`config.mk`:
```
export PLATFORM = sky130hd
export DESIGN_NAME = pad_reader
export DESIGN_NICKNAME = d
export VERILOG_FILES = /design/src/rtl/pad_reader.sv
export SDC_FILE = /design/constraint.sdc
export NUM_CORES = 1
export LEC_CHECK = 0
export BUFFER_PORTS_ARGS = -buffer_cell sky130_fd_sc_hd__buf_2
export CAP_MARGIN = 10
export CORE_ASPECT_RATIO = 0.75
export CORE_UTILIZATION = 65
export CTS_BUF_LIST = sky130_fd_sc_hd__clkbuf_2 sky130_fd_sc_hd__clkbuf_4 sky130_fd_sc_hd__clkbuf_8
export CTS_CLUSTER_SIZE = 30
export DETAILED_ROUTE_END_ITERATION = 10
export GPL_TIMING_DRIVEN = 0
export PLACE_DENSITY = 0.86
export SYNTH_ARGS = -nofsm -noshare
export SYNTH_HDL_FRONTEND = slang
export SYNTH_SLANG_ARGS = --single-unit
```
`constraint.sdc`:
```
create_clock -name clk -period 4.9 [get_ports clk]
set_clock_uncertainty 0.1 [all_clocks]
set_input_delay 0.49 -clock clk [delete_from_list [all_inputs] [get_ports clk]]
set_output_delay 0.49 -clock clk [all_outputs]
set_load 0.02 [all_outputs]
```
`src/rtl/pad_reader.sv`:
```
// NES-style serial pad reader: latches the pad once per frame tick, shifts in eight
// active-low bits and publishes the decoded button vector at a single registered update.
module pad_reader #(
  parameter int unsigned HALF = 4
) (
  input  logic       clk,
  input  logic       rst,
  input  logic       start_i,
  input  logic       pad_data_i,
  output logic       pad_latch_o,
  output logic       pad_clk_o,
  output logic [5:0] btn_o,
  output logic [1:0] aux_o,
  output logic       btn_valid_o,
  output logic       busy_o
);

  localparam logic [8:0] LatchLast = 9'(2 * HALF - 1);
  localparam logic [8:0] PhaseLast = 9'(HALF - 1);

  typedef enum logic [2:0] {
    StIdle,
    StLatch,
    StSlotLo,
    StSlotHi,
    StDone
  } state_e;

  state_e     state_q, state_d;
  logic [8:0] cnt_q, cnt_d;
  logic [2:0] idx_q, idx_d;
  logic [7:0] shift_q, shift_d;
  logic [1:0] sync_q;
  logic [5:0] btn_q, btn_d;
  logic [1:0] aux_q, aux_d;
  logic       pad_latch_q, pad_latch_d;
  logic       pad_clk_q, pad_clk_d;
  logic       valid_q, valid_d;
  logic       busy_q, busy_d;

  always_comb begin
    state_d = state_q;
    cnt_d   = cnt_q + 9'd1;
    idx_d   = idx_q;
    shift_d = shift_q;
    btn_d   = btn_q;
    aux_d   = aux_q;
    unique case (state_q)
      StIdle: begin
        cnt_d = '0;
        if (start_i) begin
          state_d = StLatch;
        end
      end
      StLatch: begin
        if (cnt_q == LatchLast) begin
          state_d = StSlotLo;
          cnt_d   = '0;
          idx_d   = '0;
        end
      end
      StSlotLo: begin
        // Sample on the last low cycle so the synchronizer has settled after the shift.
        if (cnt_q == PhaseLast) begin
          shift_d[idx_q] = sync_q[1];
          state_d        = StSlotHi;
          cnt_d          = '0;
        end
      end
      StSlotHi: begin
        if (cnt_q == PhaseLast) begin
          cnt_d = '0;
          if (idx_q == 3'd7) begin
            state_d = StDone;
            // Pad bits are active-low; remap into {X, O, DOWN, UP, RIGHT, LEFT}.
            btn_d   = {~shift_q[1], ~shift_q[0], ~shift_q[5], ~shift_q[4],
                       ~shift_q[7], ~shift_q[6]};
            aux_d   = {~shift_q[3], ~shift_q[2]};
          end else begin
            idx_d   = idx_q + 3'd1;
            state_d = StSlotLo;
          end
        end
      end
      StDone: begin
        state_d = StIdle;
        cnt_d   = '0;
      end
      default: begin
        state_d = StIdle;
        cnt_d   = '0;
      end
    endcase
  end

  always_comb begin
    pad_latch_d = (state_d == StLatch);
    pad_clk_d   = (state_d != StSlotLo);
    valid_d     = (state_d == StDone);
    busy_d      = (state_d != StIdle);
  end

  always_ff @(posedge clk) begin
    if (rst) begin
      state_q     <= StIdle;
      cnt_q       <= '0;
      idx_q       <= '0;
      shift_q     <= 8'hFF;
      sync_q      <= 2'b11;
      btn_q       <= '0;
      aux_q       <= '0;
      pad_latch_q <= 1'b0;
      pad_clk_q   <= 1'b1;
      valid_q     <= 1'b0;
      busy_q      <= 1'b0;
    end else begin
      state_q     <= state_d;
      cnt_q       <= cnt_d;
      idx_q       <= idx_d;
      shift_q     <= shift_d;
      sync_q      <= {sync_q[0], pad_data_i};
      btn_q       <= btn_d;
      aux_q       <= aux_d;
      pad_latch_q <= pad_latch_d;
      pad_clk_q   <= pad_clk_d;
      valid_q     <= valid_d;
      busy_q      <= busy_d;
    end
  end

  assign pad_latch_o = pad_latch_q;
  assign pad_clk_o   = pad_clk_q;
  assign btn_o       = btn_q;
  assign aux_o       = aux_q;
  assign btn_valid_o = valid_q;
  assign busy_o      = busy_q;

endmodule

```
; ---- Yosys cells after proc, flatten, opt, wreduce, memory -nomap -nowiden
; Cells that the tools add are included.
[op_classes]
add_sub_neg = 2
magnitude_cmp = 2
n_eq_ne = 12
muxes = 16
bitwise_logic = 8
n_reduce_logical = 8
[op_table]
columns = operator, count
row1 = 3-bit two-way mux, 8
row2 = 9-bit two-way mux, 2
row3 = 9-bit case mux with 2 select lines, 1
row4 = 3-bit case mux with 4 select lines, 1
row5 = 9-bit by 1-bit adder with 9-bit output (second input constant), 1
row6 = 9-bit by 2-bit equality test with 1-bit output (second input constant), 1
row7 = 9-bit by 3-bit equality test with 1-bit output (second input constant), 1
row8 = 8-bit bitwise mux, 1
row9 = 1-bit inverter, 8
row10 = 3-bit by 1-bit equality test with 1-bit output (second input constant), 2
row11 = 3-bit by 2-bit equality test with 1-bit output (second input constant), 2
row12 = 3-bit equality test (second input constant), 2
row13 = 2-bit inequality test (second input constant), 3
row14 = 3-bit case mux with 2 select lines, 1
row15 = 3-bit by 4-bit < comparator with 1-bit output (second input constant), 1
row16 = 4-bit AND reduction, 1
row17 = 3-bit by 1-bit adder with 3-bit output (second input constant), 1
row18 = 1-bit demux with 3-bit select, 1
row19 = 3-bit by 1-bit greater-or-equal comparator with 1-bit output (second input constant), 1
row20 = 3-bit zero test, 1
row21 = 3-bit by 2-bit inequality test with 1-bit output (second input constant), 1
row22 = 3-bit AND reduction, 1
row23 = 3-bit nonzero test, 1
row24 = 2-bit AND reduction, 1
row25 = 4 further kinds, 4
[word_totals]
ff_bits = 37
input_bits = 4
output_inout_bits = 12
word_cells = 59

; ---- Longest topological paths before layout
; Gate-level depths: netlist of run 1.
[logic_depth]
ltp_word = 5
mapped_depth = 7
ltp_nobuf = 6

; ---- Least setup slack after synthesis of run 1
; Ideal clock, no wire load.
[synth_path]
path_type = flip-flop to flip-flop
startpoint = register cnt_q[0]
endpoint = register shift_q[2]
setup_ns = 0.072
arrival_ns = 1.966
required_ns = 4.728
path_slack_ns = 2.762
path_stages_with_launch = 6
n_path_buf = 0
synth_period_minus_slack_ns = 2.138
cell_sequence = dfxtp_1 -> ha_1 -> or4b_4 -> or3_4 -> nor4b_4 -> mux2i_1
[synth_via]
elab_chain_cells = 2
[synth_rtl]
columns = element, line_no
row1 = start: declaration, 30  ; logic [8:0] cnt_q, cnt_d;
row2 = start signal: assignment, 118  ; cnt_q <= cnt_d;
row3 = 9-bit by 2-bit equality test with 1-bit output, 64  ; if (cnt_q == PhaseLast) begin
row4 = 2-bit AND reduction (no source line), -
row5 = end signal: assignment, 120  ; shift_q <= shift_d;
row6 = end: declaration, 32  ; logic [7:0] shift_q, shift_d;
; Every way passes these cells.
; A chain may end at the register's enable or synchronous reset.

; ---- Worst setup path after layout of run 1
[layout_path]
startpoint = register cnt_q[0]
endpoint = register idx_q[0]
[layout_via]
elab_chain_cells = 3
elab_cells_between_ends = 5
cone_classes = eq/ne (4) / reduce/logical (1)
[layout_rtl]
columns = element, line_no
row1 = 9-bit by 2-bit equality test with 1-bit output or 9-bit by 3-bit equality test with 1-bit output (tied branches), "71, 56"
row2 = 2-bit inequality test (no source line), -
row3 = 4-bit AND reduction (no source line) (*), -
row4 = end signal: assignment, 119  ; idx_q <= idx_d;
row5 = end: declaration, 31  ; logic [2:0] idx_q, idx_d;
; Every way passes the cells marked *; elsewhere a longest branch is shown, timed or not.

==> impl_metrics.json, run 1 <==
{
  "setup-violations-final": 0,
  "cts-root-buf": "clkbuf_4",
  "n_antenna_cell": 0,
  "wl_per_cell_um": 13.93,
  "grt_usage": 0.2765,
  "static-leakage-power_nw": 0.6614,
  "syn_area_mm2": 0.001673,
  "synth_area_leaders": "dfxtp_1 44%, nor2_1 6.7%, mux2i_1 3.6%",
  "outcome": "completed",
  "cts_buffers": 5,
  "fin_nets": 210,
  "synth-edff-count": 0,
  "dpl.hpwl_um": 2422,
  "slew_headroom": 0.4096,
  "coreArea_mm2": 0.002365,
  "path_buf_inv": 0,
  "grt-ovfl-total": 0,
  "hold_path_class": "in2reg",
  "tns_ns": 0,
  "whs_ns": 0.2356,
  "start_util": 0.7074,
  "ys_types": 41,
  "cts.sinks": 37,
  "min_period_ns": 2.529,
  "crit_path_cell_trace": "ha_1 -> nor4b_1 -> o2111ai_1 -> or3_1 -> a21oi_1",
  "htreeDepth": 2,
  "ys_ff_latch": 37,
  "die_w_um": 60.58,
  "cp_data_required_time_ns": 5.08,
  "clk_latency_ns": 0.35,
  "endpoint_kind": "flop",
  "fmax_mhz": 395.4,
  "post-cts-setup-buffers": 0,
  "cts_buffer_depth": 2,
  "grt_max_degree": 12,
  "arrival_ns": 2.71,
  "ys_seq_area_frac": 0.4428,
  "cts_tree": "yes",
  "fin_crit_sh": 0.5162,
  "p_per_area_mw_per_mm2": 266.1,
  "dr.pass1.iters": 4,
  "post_cts_resized": 0,
  "antenna_found_initial": 0,
  "first_iter_violations": 105,
  "io_buffers": 14,
  "postCtsHoldBufs": 0,
  "total_power_mw": 0.4897,
  "ir_worst_vdd_v": 0.0002079,
  "yosysTopAreaCellShare": 0.4428,
  "maxSlewViolCount": 0,
  "yosysWarnings": 0,
  "worstPathMaxFanout": 6,
  "drc": 0,
  "vias": 1384,
  "grt_pass1_vias": 1242,
  "rsz0062_at_grt": "no",
  "synth_ff_type": "dfxtp_1",
  "cp-start-kind": "flop",
  "synth_cells": 182,
  "routed_via_density": 5.815,
  "grt_pass1_wl_um": 5444,
  "gp_congestion": 0.9006,
  "synth_nets": 189,
  "async_reset_ff_frac": 0,
  "worst_slew_pin_slew_ns": 0.8733,
  "synth_area_per_cell_um2": 9.192,
  "wirelength_um": 3315,
  "areaGrowthSynthToFinish_pct": 10.02,
  "path_clk_slew_ns": 0.10,
  "synth_largest_area_cell": "dfxtp_1",
  "num_rows": 15,
  "crit_path_top_delay_cell": "nor4b_1",
  "die_h_um": 45.94,
  "hold_viol_final": 0,
  "crit_type": "reg2reg",
  "max_stage_delay_ns": 0.74,
  "cp_top_family": "simple AND/OR/NAND/NOR gates",
  "io_pins": 16,
  "dieArea_mm2": 0.002783,
  "layout-drive-gt1-share": 0.1814,
  "ant_nets": 0,
  "drv_cap": 0
}
## path summary, 6_finish.rpt
check / start / endpoint / slack, ns / cells after the start
worst min register to register: sync_q[0]$_SDFF_PP1_ / sync_q[1]$_SDFF_PP1_ / 0.33 / 1
worst max register to register: cnt_q[0]$_SDFF_PP0_ / idx_q[0]$_SDFFE_PP0P_ / 2.37 / 5
worst min-delay path: pad_data_i / sync_q[0]$_SDFF_PP1_ / 0.24 / 2
worst max-delay path: cnt_q[0]$_SDFF_PP0_ / idx_q[0]$_SDFFE_PP0P_ / 2.37 / 5
## final cells by class
cell class | instances | area [um2]
clock inverter | 2 | 10.01
buffer | 7 | 30.03
fill | 172 | 524.3
tap | 34 | 42.54
multi-input combinational | 135 | 890.9
timing repair buffer | 14 | 70.07
inverter | 3 | 11.26
sequential | 37 | 740.7
clock buffer | 6 | 45.04
## cell families after synthesis
kind of cell               Yosys count  share of synthesized area
AOI/OAI and AO/OA                   27                     0.1152
buffers and inverters               10                    0.02468
muxes                                6                    0.03590
adders and majority gates            3                    0.02244
xor gates and xnor gates             8                    0.04188
and+or+nand+nor                     91                     0.3171
DFF                                 37                     0.4428
## cell usage after synthesis (all sizes together) (2+ instances only)
master / n
a211oi: 7
a21oi: 8
a311oi: 2
a31oi: 2
a41oi: 3
and3: 2
clkbuf: 6
dfxtp: 37
ha: 3
inv: 3
mux2i: 6
nand2: 13
nand2b: 6
nand3: 9
nand4: 3
nor2: 30
nor2b: 4
nor3: 4
nor4: 3
nor4b: 2
or2: 5
or3: 4
or4: 2
xnor2: 4
xor2: 4
## sequential cells by signal, summed over array words and instances (netlist names)
register	cells
aux_o	2
btn_o	6
btn_valid_o	1
busy_o	1
cnt_q	9
idx_q	3
pad_clk_o	1
pad_latch_o	1
shift_q	8
state_q	3
sync_q	2
## through the flow
step / utilization / cell area [um2] / cells / setup WS, ns
after floorplan: - / 1673 / 182 / 2.762
after global placement: 0.7550 / 1785 / 230 / 2.547
after detailed placement: 0.7550 / 1785 / 230 / 2.427
after CTS: 0.7783 / 1841 / 238 / 2.400
after global routing: 0.7783 / 1841 / 238 / 2.138
final: 0.7783 / 1841 / 238 / 2.371
## worst register-to-register path, cell delays in order, from the launching register on
cell       delay, ns
dfxtp_1         0.36
ha_1            0.27
nor4b_1         0.74
o2111ai_1       0.43
or3_1           0.42
a21oi_1         0.14
## cells in the final DEF, fill, tap and decap left out, types with 5 or more instances in the layout
cell      instances
dfxtp_1          37
nor2_1           30
buf_2            14
nand2_1          13
nand3_1           9
a21oi_1           8
a211oi_1          7
clkbuf_1          6
nand2b_1          6
mux2i_1           6
clkbuf_4          6
or2_2             5
## metal layers
metal	vias up	wire [um]	GRT usage
li1	688	-	-
met1	636	1559	0.3543
met2	51	1484	0.4176
met3	9	214	0.09943
met4	0	57	0.1273
met5	-	0	0
## power by group
part / leakage [nW] / internal [mW] / switching [mW]
clock: 0.0354 / 0.0602 / 0.0998
combinational: 0.326 / 0.00769 / 0.0166
sequential: 0.300 / 0.304 / 0.00142
Note: power is estimated with default switching activity, not from simulation.
==> run 2: changes to the inputs <==
--- a/config.mk
+++ b/config.mk
@@ -5,15 +5,16 @@
 export SDC_FILE = /design/constraint.sdc
 export NUM_CORES = 1
 export LEC_CHECK = 0
+export ABC_AREA = 1
 export BUFFER_PORTS_ARGS = -buffer_cell sky130_fd_sc_hd__buf_2
 export CAP_MARGIN = 10
 export CORE_ASPECT_RATIO = 0.75
-export CORE_UTILIZATION = 65
+export CORE_UTILIZATION = 61
 export CTS_BUF_LIST = sky130_fd_sc_hd__clkbuf_2 sky130_fd_sc_hd__clkbuf_4 sky130_fd_sc_hd__clkbuf_8
 export CTS_CLUSTER_SIZE = 30
 export DETAILED_ROUTE_END_ITERATION = 10
 export GPL_TIMING_DRIVEN = 0
-export PLACE_DENSITY = 0.86
+export PLACE_DENSITY = 0.81
 export SYNTH_ARGS = -nofsm -noshare
 export SYNTH_HDL_FRONTEND = slang
 export SYNTH_SLANG_ARGS = --single-unit
==> constraint.sdc (replaced) <==
create_clock -name clk -period 2.35 [get_ports clk]
set_clock_uncertainty 0.1 [all_clocks]
set_input_delay 0.235 -clock clk [delete_from_list [all_inputs] [get_ports clk]]
set_output_delay 0.235 -clock clk [all_outputs]
set_load 0.02 [all_outputs]
==> run 2 against run 1 <==
Largest cell class unchanged. Clock power grew to 2.8 times the previous value. Synthesized cell count up 25%. Power up 140%. Sequential power grew 110%. Global-route usage down 3.3 points. Critical endpoint is now busy_o$_SDFF_PP0_. Cell count up 21%. Sequential cell count stayed put. Via count is 5.6% higher. Worst hold slack worse by 0.19 ns.
==> impl_metrics.json, run 2 <==
{
  "slew_headroom": 0.6540,
  "n_antenna_cell": 0,
  "power_frac_clock": 0.383,
  "fin_nets": 257,
  "yosys-top-cells-count": "39 x nand2_1, 37 x dfxtp_1, 28 x inv_1",
  "num_rows": 16,
  "routed_via_density": 5.091,
  "post_cts_resized": 0,
  "io_pins": 16,
  "largest_reg_flops": 9,
  "p_per_area_mw_per_mm2": 593.7,
  "path_clk_slew_ns": 0.07,
  "final_area_mm2": 0.001982,
  "syn_area_mm2": 0.001770,
  "ys_ff_latch": 37,
  "grt_usage": 0.2433,
  "vias": 1461,
  "combinationalPowerShare": 0.069,
  "synth_largest_area_cell": "dfxtp_1",
  "whs_ns": 0.04970,
  "cts_tree": "yes",
  "dieArea_mm2": 0.003124,
  "areaGrowthSynthToFinish_pct": 11.94,
  "rsz0062_at_grt": "no",
  "grt-ovfl-total": 0,
  "fmax_mhz": 611.4,
  "regMostFlops": "cnt_q",
  "seqCellArea_um2": 740.7,
  "hold_path_class": "in2reg",
  "ys_types": 32,
  "endpoint_kind": "flop",
  "multi_input_area_um2": 863.3,
  "min_from": "pad_data_i",
  "synth_area_leaders": "dfxtp_1 42%, nand2_1 8.3%, inv_1 5.9%",
  "wl_per_cell_um": 11.47,
  "synth-edff-count": 0,
  "dp.cells": 279,
  "drv_cap": 0,
  "static-leakage-power_nw": 0.8782,
  "async_reset_ff_frac": 0,
  "critPathMostFrequentCell": "nand2_1",
  "ir_worst_vdd_v": 0.0004163,
  "setup-violations-final": 0,
  "synth_ff_type": "dfxtp_1",
  "arrival_ns": 1.70,
  "yosysWarnings": 0,
  "outcome": "completed",
  "r2r_start": "cnt_q[0]$_SDFF_PP0_",
  "netSwitchingFraction": 0.2283,
  "yosysMostFrequentCell": "nand2_1",
  "crit_path_top_delay_cell": "dfxtp_1",
  "coreArea_mm2": 0.002683,
  "wirelength_um": 3291,
  "max_stage_delay_ns": 0.37,
  "internal-power_mw": 0.9080,
  "synth_area_per_cell_um2": 7.765,
  "fin_util": 0.7388,
  "cp-start-kind": "flop",
  "crit_type": "reg2reg",
  "gp_congestion": 0.8795,
  "grt_pass1_wl_um": 5713,
  "drc": 0,
  "tns_ns": 0,
  "worstPathMaxFanout": 7,
  "cts_buffer_depth": 2,
  "pre_cts_ws_ns": 0.7292,
  "grt_max_degree": 11,
  "fin_cells": 287,
  "maxSlewViolCount": 0,
  "fin_crit_sh": 0.6960,
  "io_buffers": 15,
  "switching_power_mw": 0.2687,
  "cts.sinks": 37,
  "path_buf_inv": 1,
  "yosysTopAreaCellShare": 0.4184,
  "first_iter_violations": 101,
  "die_h_um": 48.66,
  "cts_buffers": 5,
  "layout-drive-gt1-share": 0.2709,
  "htreeDepth": 2,
  "antenna_found_initial": 0,
  "start_util": 0.6600,
  "crit_path_cell_trace": "ha_1 -> nand2_1 -> inv_1 -> nand2_1 -> o21ai_4 -> nand2_2 -> o21ai_2 -> nand3_1",
  "grt_pass1_vias": 1257,
  "worst_slew_pin_slew_ns": 0.5143,
  "synth_cells": 228,
  "ant_nets": 0,
  "die_w_um": 64.21,
  "cts-root-buf": "clkbuf_8",
  "min_period_ns": 1.635,
  "placed_area_mm2": 0.001891,
  "synth_nets": 235,
  "cp-startpoint": "cnt_q[0]$_SDFF_PP0_",
  "seqPwrFrac": 0.548,
  "cp_data_required_time_ns": 2.42,
  "clk_latency_ns": 0.28,
  "layout_common_cells": "39 x nand2_1, 37 x dfxtp_1, 28 x inv_1",
  "mostFrequentLayoutCell": "nand2_1",
  "nFillCells": 208,
  "fin_ws_ns": 0.7145,
  "hold_viol_final": 0,
  "dpl.hpwl_um": 2374,
  "cp_top_family": "compound AO/OA/AOI/OAI gates",
  "ys_seq_area_frac": 0.4184,
  "total_power_mw": 1.177,
  "post-cts-setup-buffers": 0,
  "postCtsHoldBufs": 0,
  "dr.pass1.iters": 4
}
[run 2: worst paths after layout]
kind | to | cells after the start | slack (ns)
worst max register to register | busy_o$_SDFF_PP0_ | 8 | 0.71
worst max-delay path | busy_o$_SDFF_PP0_ | 8 | 0.71
worst min-delay path | sync_q[0]$_SDFF_PP1_ | 2 | 0.05
worst min register to register | sync_q[1]$_SDFF_PP1_ | 1 | 0.31
[run 2: worst register-to-register path: cells and delay by family, from the launching register on]
kind / cells / cell delay, ns
adder cells (fa/ha/maj): 1 / 0.22
AND/OR/NAND/NOR: 4 / 0.37
AO/OA/AOI/OAI: 2 / 0.40
buffers and inverters: 1 / 0.07
flip-flops: 1 / 0.37
[run 2: cells by family (layout without fill, tap and decap cells)]
family / after synthesis / after routing / synth area share
buffers and inverters: 41 / 64 / 0.09399
xor gates and xnor gates: 3 / 3 / 0.01484
adders and majority gates: 3 / 3 / 0.02120
and+or+nand+nor: 118 / 118 / 0.3618
AOI/OAI and AO/OA: 26 / 26 / 0.08975
DFF: 37 / 37 / 0.4184
[run 2: area by class of cell]
class	instances	area share
multi-input cells	150	0.4356
plain buffers	5	0.01452
flip-flops and latches	37	0.3737
clock buffers	8	0.04609
repair buffers	15	0.03788
well taps	36	0.02273
inverters	36	0.06944
[run 2: power by group through the flow]
stage	logic, mW	clock network (mW)	registers, mW
floorplan	0.0560	0	0.661
global placement	0.0783	0	0.658
detailed placement	0.0795	0	0.659
CTS	0.0808	0.460	0.645
global route	0.0933	0.490	0.645
finish	0.0813	0.451	0.645
[run 2: per-layer routing]
layer / part of all wire / global-route usage / vias to the layer above
met1: 0.51 / 0.3526 / 645
met5: 0 / 0 / -
met3: 0.059 / 0.06368 / 6
li1: - / - / 774
met4: 0.017 / 0.1185 / 0
met2: 0.41 / 0.3316 / 36
